--- config.mk ---
export PLATFORM = sky130hd
export DESIGN_NAME = uart_cmd_framer_flat
export DESIGN_NICKNAME = d
export VERILOG_FILES = /design/src/rtl/uart_cmd_framer_if.sv /design/src/rtl/uart_cmd_framer.sv /design/src/flat_wrapper.sv
export SDC_FILE = /design/constraint.sdc
export NUM_CORES = 1
export LEC_CHECK = 0
export CORE_MARGIN = 2
export CORE_UTILIZATION = 49
export CTS_CLUSTER_DIAMETER = 120
export DETAILED_ROUTE_END_ITERATION = 12
export GPL_ROUTABILITY_DRIVEN = 0
export PLACE_DENSITY_LB_ADDON = 0.12
export RECOVER_POWER = 25
export SETUP_SLACK_MARGIN = 0.05
export SYNTH_ARGS = -nofsm -noshare
export SYNTH_HDL_FRONTEND = slang
export SYNTH_SLANG_ARGS = --single-unit
export TNS_END_PERCENT = 1
--- constraint.sdc ---
create_clock -name clk -period 3.4 [get_ports clk]
set_input_delay 1.02 -clock clk [delete_from_list [all_inputs] [get_ports clk]]
set_output_delay 1.02 -clock clk [all_outputs]
set_load 0.02 [all_outputs]
--- src/rtl/uart_cmd_framer_if.sv ---
// Bundles the receiver byte stream, the command handshake, the error pulses and the echo outputs.
// The framer connects through the slave modport and its environment through the master modport.
interface uart_cmd_framer_if;
    logic [7:0]  rx_data;
    logic        rx_valid;
    logic [7:0]  cmd_code;
    logic [7:0]  cmd_addr;
    logic        cmd_valid;
    logic        cmd_ready;
    logic        err_timeout;
    logic        err_range;
    logic        err_overrun;
    logic [15:0] echo_word;
    logic        echo_start;

    modport master (
        output rx_data, rx_valid, cmd_ready,
        input  cmd_code, cmd_addr, cmd_valid,
        input  err_timeout, err_range, err_overrun,
        input  echo_word, echo_start
    );

    modport slave (
        input  rx_data, rx_valid, cmd_ready,
        output cmd_code, cmd_addr, cmd_valid,
        output err_timeout, err_range, err_overrun,
        output echo_word, echo_start
    );
endinterface

--- src/rtl/uart_cmd_framer.sv ---
// Groups UART bytes into {command, address} frames and offers them on a valid/ready handshake.
// Optional frame echo toward the transmitter is enabled by defining UART_CMD_ECHO_EN.
module uart_cmd_framer #(
    parameter int unsigned TIMEOUT_CYCLES = 110000,
    parameter logic [7:0]  CMD_MAX        = 8'h07,
    parameter logic [7:0]  ADDR_MAX       = 8'h1F
) (
    input logic              clk,
    input logic              rst_n,
    uart_cmd_framer_if.slave bus
);

    localparam int unsigned CNT_W = $clog2(TIMEOUT_CYCLES + 1);

    typedef enum logic [1:0] {
        IDLE      = 2'd0,
        WAIT_ADDR = 2'd1,
        HOLD      = 2'd2
    } state_t;

    state_t           state_q;
    logic [CNT_W-1:0] cnt_q;
    logic [7:0]       cmd_byte_q;
    logic [7:0]       cmd_code_q;
    logic [7:0]       cmd_addr_q;
    logic             cmd_valid_q;
    logic             err_timeout_q;
    logic             err_range_q;
    logic             err_overrun_q;
    logic             frame_ok;
    logic             frame_accept;

    // Frame is legal when the stored command is 1..CMD_MAX and the incoming address is in range.
    assign frame_ok     = (cmd_byte_q != 8'h00) && (cmd_byte_q <= CMD_MAX) &&
                          (bus.rx_data <= ADDR_MAX);
    assign frame_accept = (state_q == WAIT_ADDR) && bus.rx_valid && frame_ok;

    always_ff @(posedge clk) begin
        if (!rst_n) begin
            state_q       <= IDLE;
            cnt_q         <= '0;
            cmd_byte_q    <= 8'h00;
            cmd_code_q    <= 8'h00;
            cmd_addr_q    <= 8'h00;
            cmd_valid_q   <= 1'b0;
            err_timeout_q <= 1'b0;
            err_range_q   <= 1'b0;
            err_overrun_q <= 1'b0;
        end else begin
            err_timeout_q <= 1'b0;
            err_range_q   <= 1'b0;
            err_overrun_q <= 1'b0;
            unique case (state_q)
                IDLE: begin
                    if (bus.rx_valid) begin
                        cmd_byte_q <= bus.rx_data;
                        cnt_q      <= '0;
                        state_q    <= WAIT_ADDR;
                    end
                end
                WAIT_ADDR: begin
                    // A byte on the deadline cycle wins over the timeout.
                    if (bus.rx_valid) begin
                        if (frame_ok) begin
                            cmd_code_q  <= cmd_byte_q;
                            cmd_addr_q  <= bus.rx_data;
                            cmd_valid_q <= 1'b1;
                            state_q     <= HOLD;
                        end else begin
                            err_range_q <= 1'b1;
                            state_q     <= IDLE;
                        end
                    end else if (cnt_q == CNT_W'(TIMEOUT_CYCLES - 1)) begin
                        err_timeout_q <= 1'b1;
                        state_q       <= IDLE;
                    end else if (cnt_q != {CNT_W{1'b1}}) begin
                        cnt_q <= cnt_q + CNT_W'(1);
                    end
                end
                HOLD: begin
                    if (bus.cmd_ready) begin
                        cmd_valid_q <= 1'b0;
                        state_q     <= IDLE;
                    end
                    // Bytes arriving while a frame is held are dropped, even on the accept cycle.
                    if (bus.rx_valid) begin
                        err_overrun_q <= 1'b1;
                    end
                end
                default: begin
                    state_q <= IDLE;
                end
            endcase
        end
    end

    assign bus.cmd_code    = cmd_code_q;
    assign bus.cmd_addr    = cmd_addr_q;
    assign bus.cmd_valid   = cmd_valid_q;
    assign bus.err_timeout = err_timeout_q;
    assign bus.err_range   = err_range_q;
    assign bus.err_overrun = err_overrun_q;

`ifdef UART_CMD_ECHO_EN
    logic [15:0] echo_word_q;
    logic        echo_start_q;

    // Capture each accepted frame for the transmitter, pulsing start as cmd_valid rises.
    always_ff @(posedge clk) begin
        if (!rst_n) begin
            echo_word_q  <= 16'h0000;
            echo_start_q <= 1'b0;
        end else begin
            echo_start_q <= frame_accept;
            if (frame_accept) begin
                echo_word_q <= {cmd_byte_q, bus.rx_data};
            end
        end
    end

    assign bus.echo_word  = echo_word_q;
    assign bus.echo_start = echo_start_q;
`else
    logic unused_accept;
    assign unused_accept  = frame_accept;
    assign bus.echo_word  = 16'h0000;
    assign bus.echo_start = 1'b0;
`endif

endmodule

--- src/flat_wrapper.sv ---
// flat-port wrapper written by rule: the top's interface ports become plain ports
module uart_cmd_framer_flat 
#(
    parameter int unsigned TIMEOUT_CYCLES = 110000,
    parameter logic [7:0]  CMD_MAX        = 8'h07,
    parameter logic [7:0]  ADDR_MAX       = 8'h1F
)
  (clk, rst_n, bus_rx_data, bus_rx_valid, bus_cmd_ready, bus_cmd_code, bus_cmd_addr, bus_cmd_valid, bus_err_timeout, bus_err_range, bus_err_overrun, bus_echo_word, bus_echo_start);
  uart_cmd_framer_if bus_i ();
  input logic clk;
  input logic rst_n;
  input wire logic [$bits(bus_i.rx_data)-1:0] bus_rx_data;
  input wire logic [$bits(bus_i.rx_valid)-1:0] bus_rx_valid;
  input wire logic [$bits(bus_i.cmd_ready)-1:0] bus_cmd_ready;
  output wire logic [$bits(bus_i.cmd_code)-1:0] bus_cmd_code;
  output wire logic [$bits(bus_i.cmd_addr)-1:0] bus_cmd_addr;
  output wire logic [$bits(bus_i.cmd_valid)-1:0] bus_cmd_valid;
  output wire logic [$bits(bus_i.err_timeout)-1:0] bus_err_timeout;
  output wire logic [$bits(bus_i.err_range)-1:0] bus_err_range;
  output wire logic [$bits(bus_i.err_overrun)-1:0] bus_err_overrun;
  output wire logic [$bits(bus_i.echo_word)-1:0] bus_echo_word;
  output wire logic [$bits(bus_i.echo_start)-1:0] bus_echo_start;
  assign bus_i.rx_data = bus_rx_data;
  assign bus_i.rx_valid = bus_rx_valid;
  assign bus_i.cmd_ready = bus_cmd_ready;
  assign bus_cmd_code = bus_i.cmd_code;
  assign bus_cmd_addr = bus_i.cmd_addr;
  assign bus_cmd_valid = bus_i.cmd_valid;
  assign bus_err_timeout = bus_i.err_timeout;
  assign bus_err_range = bus_i.err_range;
  assign bus_err_overrun = bus_i.err_overrun;
  assign bus_echo_word = bus_i.echo_word;
  assign bus_echo_start = bus_i.echo_start;
  uart_cmd_framer #(.TIMEOUT_CYCLES(TIMEOUT_CYCLES), .CMD_MAX(CMD_MAX), .ADDR_MAX(ADDR_MAX)) u_core (.clk(clk), .rst_n(rst_n), .bus(bus_i));
endmodule
# Word-level counts from Yosys, hierarchy flattened
# Index checks and enable logic that the tools add are counted.
dict set report totals {
  reg_bits 47
  input_bits 12
  output_inout_bits 37
}
dict set report op_classes {
  bitwise 2
  addsub 1
  n_reduce_logical 14
  n_eq_ne 12
  n_lt_le_gt_ge 2
  mux 18
}
# op n
set ops {}
lappend ops {{17-bit two-way mux} 4}
lappend ops {{17-bit case mux with 2 select lines} 1}
lappend ops {{17-bit by 1-bit adder with 17-bit output (second input constant)} 1}
lappend ops {{17-bit == test (second input constant)} 1}
lappend ops {{17-bit != test (second input constant)} 1}
lappend ops {{2-bit != test (second input constant)} 6}
lappend ops {{2-bit two-way mux} 5}
lappend ops {{3-bit AND reduction} 3}
lappend ops {{8-bit by 3-bit <= comparator with 1-bit output (second input constant)} 1}
lappend ops {{8-bit by 5-bit <= comparator with 1-bit output (second input constant)} 1}
lappend ops {{8-bit nonzero test} 1}
lappend ops {{1-bit two-way mux} 6}
lappend ops {{2-bit case mux with 3 select lines} 1}
lappend ops {{5-bit AND reduction} 1}
lappend ops {{2-bit AND reduction} 2}
lappend ops {{4-bit AND reduction} 1}
lappend ops {{2-bit nonzero test} 2}
lappend ops {{3-bit != test (second input constant)} 1}
lappend ops {{3-bit OR reduction} 1}
lappend ops {{2-bit by 1-bit == test with 1-bit output (second input constant)} 1}
lappend ops {{2-bit == test (second input constant)} 1}
lappend ops {{1-bit logical AND} 2}
lappend ops {{2-bit logical NOT} 1}
lappend ops {{2-bit by 1-bit != test with 1-bit output (second input constant)} 1}
lappend ops {{2 further kinds} 3}

# Depth between registers and ports, before layout
dict set report depth {
  depth_word 6
  mapped_depth 10
  mapped_depth_nobuf 8
}

# Worst setup path after synthesis
# No wires, ideal clock.
dict set report synth_timing {
  kind {input port to flip-flop}
  start {input bus_rx_valid}
  end {register u_core.cnt_q[12]}
  arrival_ps 2449
  t_required_ps 3329
  path_stages 5
  path_slack_ps 880
  cell_sequence {or4b_1 -> clkbuf_1 -> or3_1 -> or3_1 -> a21oi_1}
}
dict set report synth_between {
  elab_chain_len 2
  elab_cells_between_ends 3
}
# item line
set synth_rtl {}
lappend synth_rtl {{start: declaration} flat_wrapper.sv:13} ;# input wire logic [$bits(bus_i.rx_valid)-1:0] bus_rx_valid;
lappend synth_rtl {{2-bit != test (no line)} --}
lappend synth_rtl {{5-bit AND reduction (no line) *} --}
lappend synth_rtl {{end signal: assignment} uart_cmd_framer.sv:77} ;# cnt_q <= cnt_q + CNT_W'(1);
lappend synth_rtl {{end: declaration} uart_cmd_framer.sv:22} ;# logic [CNT_W-1:0] cnt_q;
# Mark *: on every way between the ends. The rest lies on a longest branch, timed or not.
# A chain may end at the register's enable or synchronous reset.

# Worst setup path after layout
# Ends and elaborated chain as after synthesis.

==> insert_results.sql <==
INSERT INTO impl_metrics (metric_group, metric, value, unit) VALUES
('status', 'outcome', 'completed', ''),
('setup_path', 'critical_path_arrival', '2.97', 'ns'),
('drt', 'route.antenna.remaining_nets', '0', ''),
('clock_network', 'cts-buffers-inserted', '5', ''),
('finish', 'util_after_layout', '61.2', '%'),
('sta', 'setup_viol', '0', ''),
('yosys', 'main_area_contributors_after_synthesis', 'dfxtp_1 46%, mux2i_1 7.8%, buf_4 6.3%', ''),
('drt', 'dr_total_vias', '1586', ''),
('sta', 'relSlewSlack', '40.3', '%'),
('sta', 'unrepaired_setup_endpoints_after_global_routing', 'false', ''),
('yosys', 'synth_edf_count', '0', ''),
('grt', 'pin_count_of_the_biggest_net_entering_global_routing', '22', ''),
('setup_path', 'critPathMaxStageDelay', '0.56', 'ns'),
('drt', 'drc', '0', ''),
('yosys', 'synth_top_area_share', '46.1', '%'),
('yosys', 'synth.avg_cell_area', '9.32', 'um^2'),
('die', 'ios', '49', ''),
('sta', 'report.final.slew_viol_count', '0', ''),
('drt', 'dr.pass1.iters', '4', ''),
('clock_network', 'cts_setup_buffers', '0', ''),
('finish', 'layout-drive-gt1-share', '5.93', '%'),
('die', 'core_region_area', '4000', 'um^2'),
('setup_path', 'crit_chain', 'clkdlybuf4s50_1 -> or4b_1 -> or3_1 -> or3_1 -> a21oi_1', ''),
('clock_network', 'cts_root_buf', 'clkbuf_8', ''),
('grt', 'first_global_vias', '1398', ''),
('clock_network', 'cts_htree_levels', '2', ''),
('clock_network', 'worstSkewPairLatency', '0.30', 'ns'),
('job', 'maxCapViolCount', '0', ''),
('drt', 'routed_via_density', '5.23', ''),
('finish', 'fill_cells', '367', ''),
('sta', 'finalWorstPathRequiredPeriod', '2.73', 'ns'),
('sta', 'finalSetupTns', '0', 'ns'),
('setup_path', 'critical_path_buf_inv_count', '1', ''),
('yosys', 'post_synth_instance_area', '2040', 'um^2'),
('setup_path', 'kind_of_start_point_of_the_critical_path', 'input port', ''),
('die', 'die-area', '4700', 'um^2'),
('clock_network', 'ctsLongestPathBuffers', '2', ''),
('die', 'die_x', '68.6', 'um'),
('placed_design', 'port-buffer-count', '31', ''),
('sta', 'final.setup_skew', '0.00624', 'ns'),
('setup_path', 'critical-path-slowest-cell', 'or4b_1', ''),
('drt', 'wl_per_cell', '12.6', 'um'),
('clock_network', 'cts.repair.resized', '0', ''),
('die', 'floorplan.initialDensity', '51.0', '%'),
('yosys', 'yosys_warnings', '0', ''),
('power', 'vdd.ir_drop.worst', '0.000239', 'V'),
('sta', 'fmaxAchievable', '366', 'MHz'),
('power', 'total_leakage_power', '0.978', 'nW'),
('setup_path', 'cp_max_fo', '8', ''),
('clock_network', 'ctsHoldBuffers', '0', ''),
('sta', 'finalCritPeriodShare', '80.3', '%'),
('drt', 'first_iter_violations', '83', ''),
('yosys', 'cell_count_after_synthesis', '219', ''),
('grt', 'grt_antenna_before_repair', '0', ''),
('yosys', 'synth_sequential_area_ratio', '46.1', '%'),
('yosys', 'synth_cell_types', '36', ''),
('finish', 'most_used_cells_in_the_layout_excluding_fill_and_tap_cells', '47 x dfxtp_1, 29 x clkdlybuf4s50_1, 21 x nor2_1', ''),
('sta', 'finalHoldViolCount', '0', ''),
('clock_network', 'cts_tree', 'done', ''),
('die', 'die_h', '68.6', 'um'),
('finish', 'syn2layout_area_growth', '19.9', '%'),
('sta', 'final_layout_worst_hold_slack', '0.484', 'ns'),
('setup_path', 'most_repeated_library_cell_on_the_critical_path', 'or3_1', ''),
('sta', 'worst-slew-pin-transition', '0.895', 'ns'),
('finish', 'register_area', '941', 'um^2'),
('setup_path', 'cp_data_required_time', '3.64', 'ns'),
('setup_path', 'setup.worst_path.class', 'in2reg', ''),
('die', 'rows', '23', ''),
('grt', 'grt.total_usage', '18.3', '%'),
('yosys', 'synthesis_stage_register_bit_count', '47', ''),
('min_path', 'worstHoldPathType', 'reg2reg', '');
==> worst register-to-register path: stages (launching register included) <==
cell and delay [ns]:
dfxtp_1 0.34, ha_1 0.24, nand4_1 0.25, nor4_1 0.10, ha_1 0.23, or4b_1 0.49
or3_1 0.36, or3_1 0.36, a21oi_1 0.14
==> kinds of logic (layout without fill, tap and decap cells) <==
family / after synthesis / after routing / synth area share [%]
flip-flops: 47 / 47 / 46.1
adder cells (fa/ha/maj): 2 / 2 / 1.23
other: 1 / 17 / 0.184
AO/OA/AOI/OAI: 28 / 28 / 8.03
XOR/XNOR: 4 / 4 / 1.72
buffers and inverters: 32 / 50 / 9.07
AND/OR/NAND/NOR: 89 / 89 / 25.9
multiplexers: 16 / 16 / 7.84
==> final timing paths <==
check / from / endpoint / slack (ns) / cells past startpoint
hold reg to reg: u_core.bus.cmd_valid / u_core.bus.cmd_valid / 0.48 / 2
setup / recovery: bus_rx_valid / u_core.cnt_q[12] / 0.67 / 5
setup reg to reg: u_core.cnt_q[0] / u_core.cnt_q[12] / 0.82 / 8
hold / removal: u_core.bus.cmd_valid / u_core.bus.cmd_valid / 0.48 / 2
==> metal layers <==
layer	wire, um	GRT usage, %	vias to the layer above
met5	0	0	-
met4	72	8.25	0
met3	207	5.19	7
met2	1700	25.7	38
met1	1850	25.8	715
li1	-	-	826
==> layout make-up <==
class,count,share of cell area (%)
clock buffer,6,3.37
clock inverter,2,0.664
inverter,5,0.766
multi-input combinational,156,39.9
sequential,47,38.4
tap,50,2.55
timing repair buffer,37,14.4
==> metrics by stage <==
step                      cell area, um^2  instances  worst slack (ns)  total power, mW
after global routing                 2450        303             0.536             1.04
after global placement               2350        295             0.394            0.653
final                                2450        303             0.670            0.995
after CTS                            2450        303             0.687             1.01
after floorplan                      2100        235             0.880            0.640
after detailed placement             2350        295             0.373            0.653
==> sequential cells by signal, summed over array words and instances, names as in the netlist <==
register                count
u_core.bus.cmd_addr         8
u_core.bus.cmd_code         8
u_core.bus.cmd_valid        1
u_core.bus.err_overrun      1
u_core.bus.err_range        1
u_core.bus.err_timeout      1
u_core.cmd_byte_q           8
u_core.cnt_q               17
u_core.state_q              2
==> power breakdown <==
part | switching [mW] | internal (mW) | total [mW]
sequential | 0.00549 | 0.558 | 0.563
combinational | 0.0466 | 0.0290 | 0.0756
clock | 0.190 | 0.166 | 0.356
total | 0.242 | 0.753 | 0.995
==> synthesized netlist by cell type (4+ instances only) <==
cell,instances
nand4_1,8
mux2i_1,16
nor2_1,21
inv_1,5
or3_1,6
clkbuf_1,8
buf_4,17
o21ai_0,6
o31ai_1,5
or4_1,8
nand3_1,9
and3_1,14
dfxtp_1,47
a21oi_1,12
nor4_1,6
nand2_1,4
Note: power is estimated with default switching activity, not from simulation.
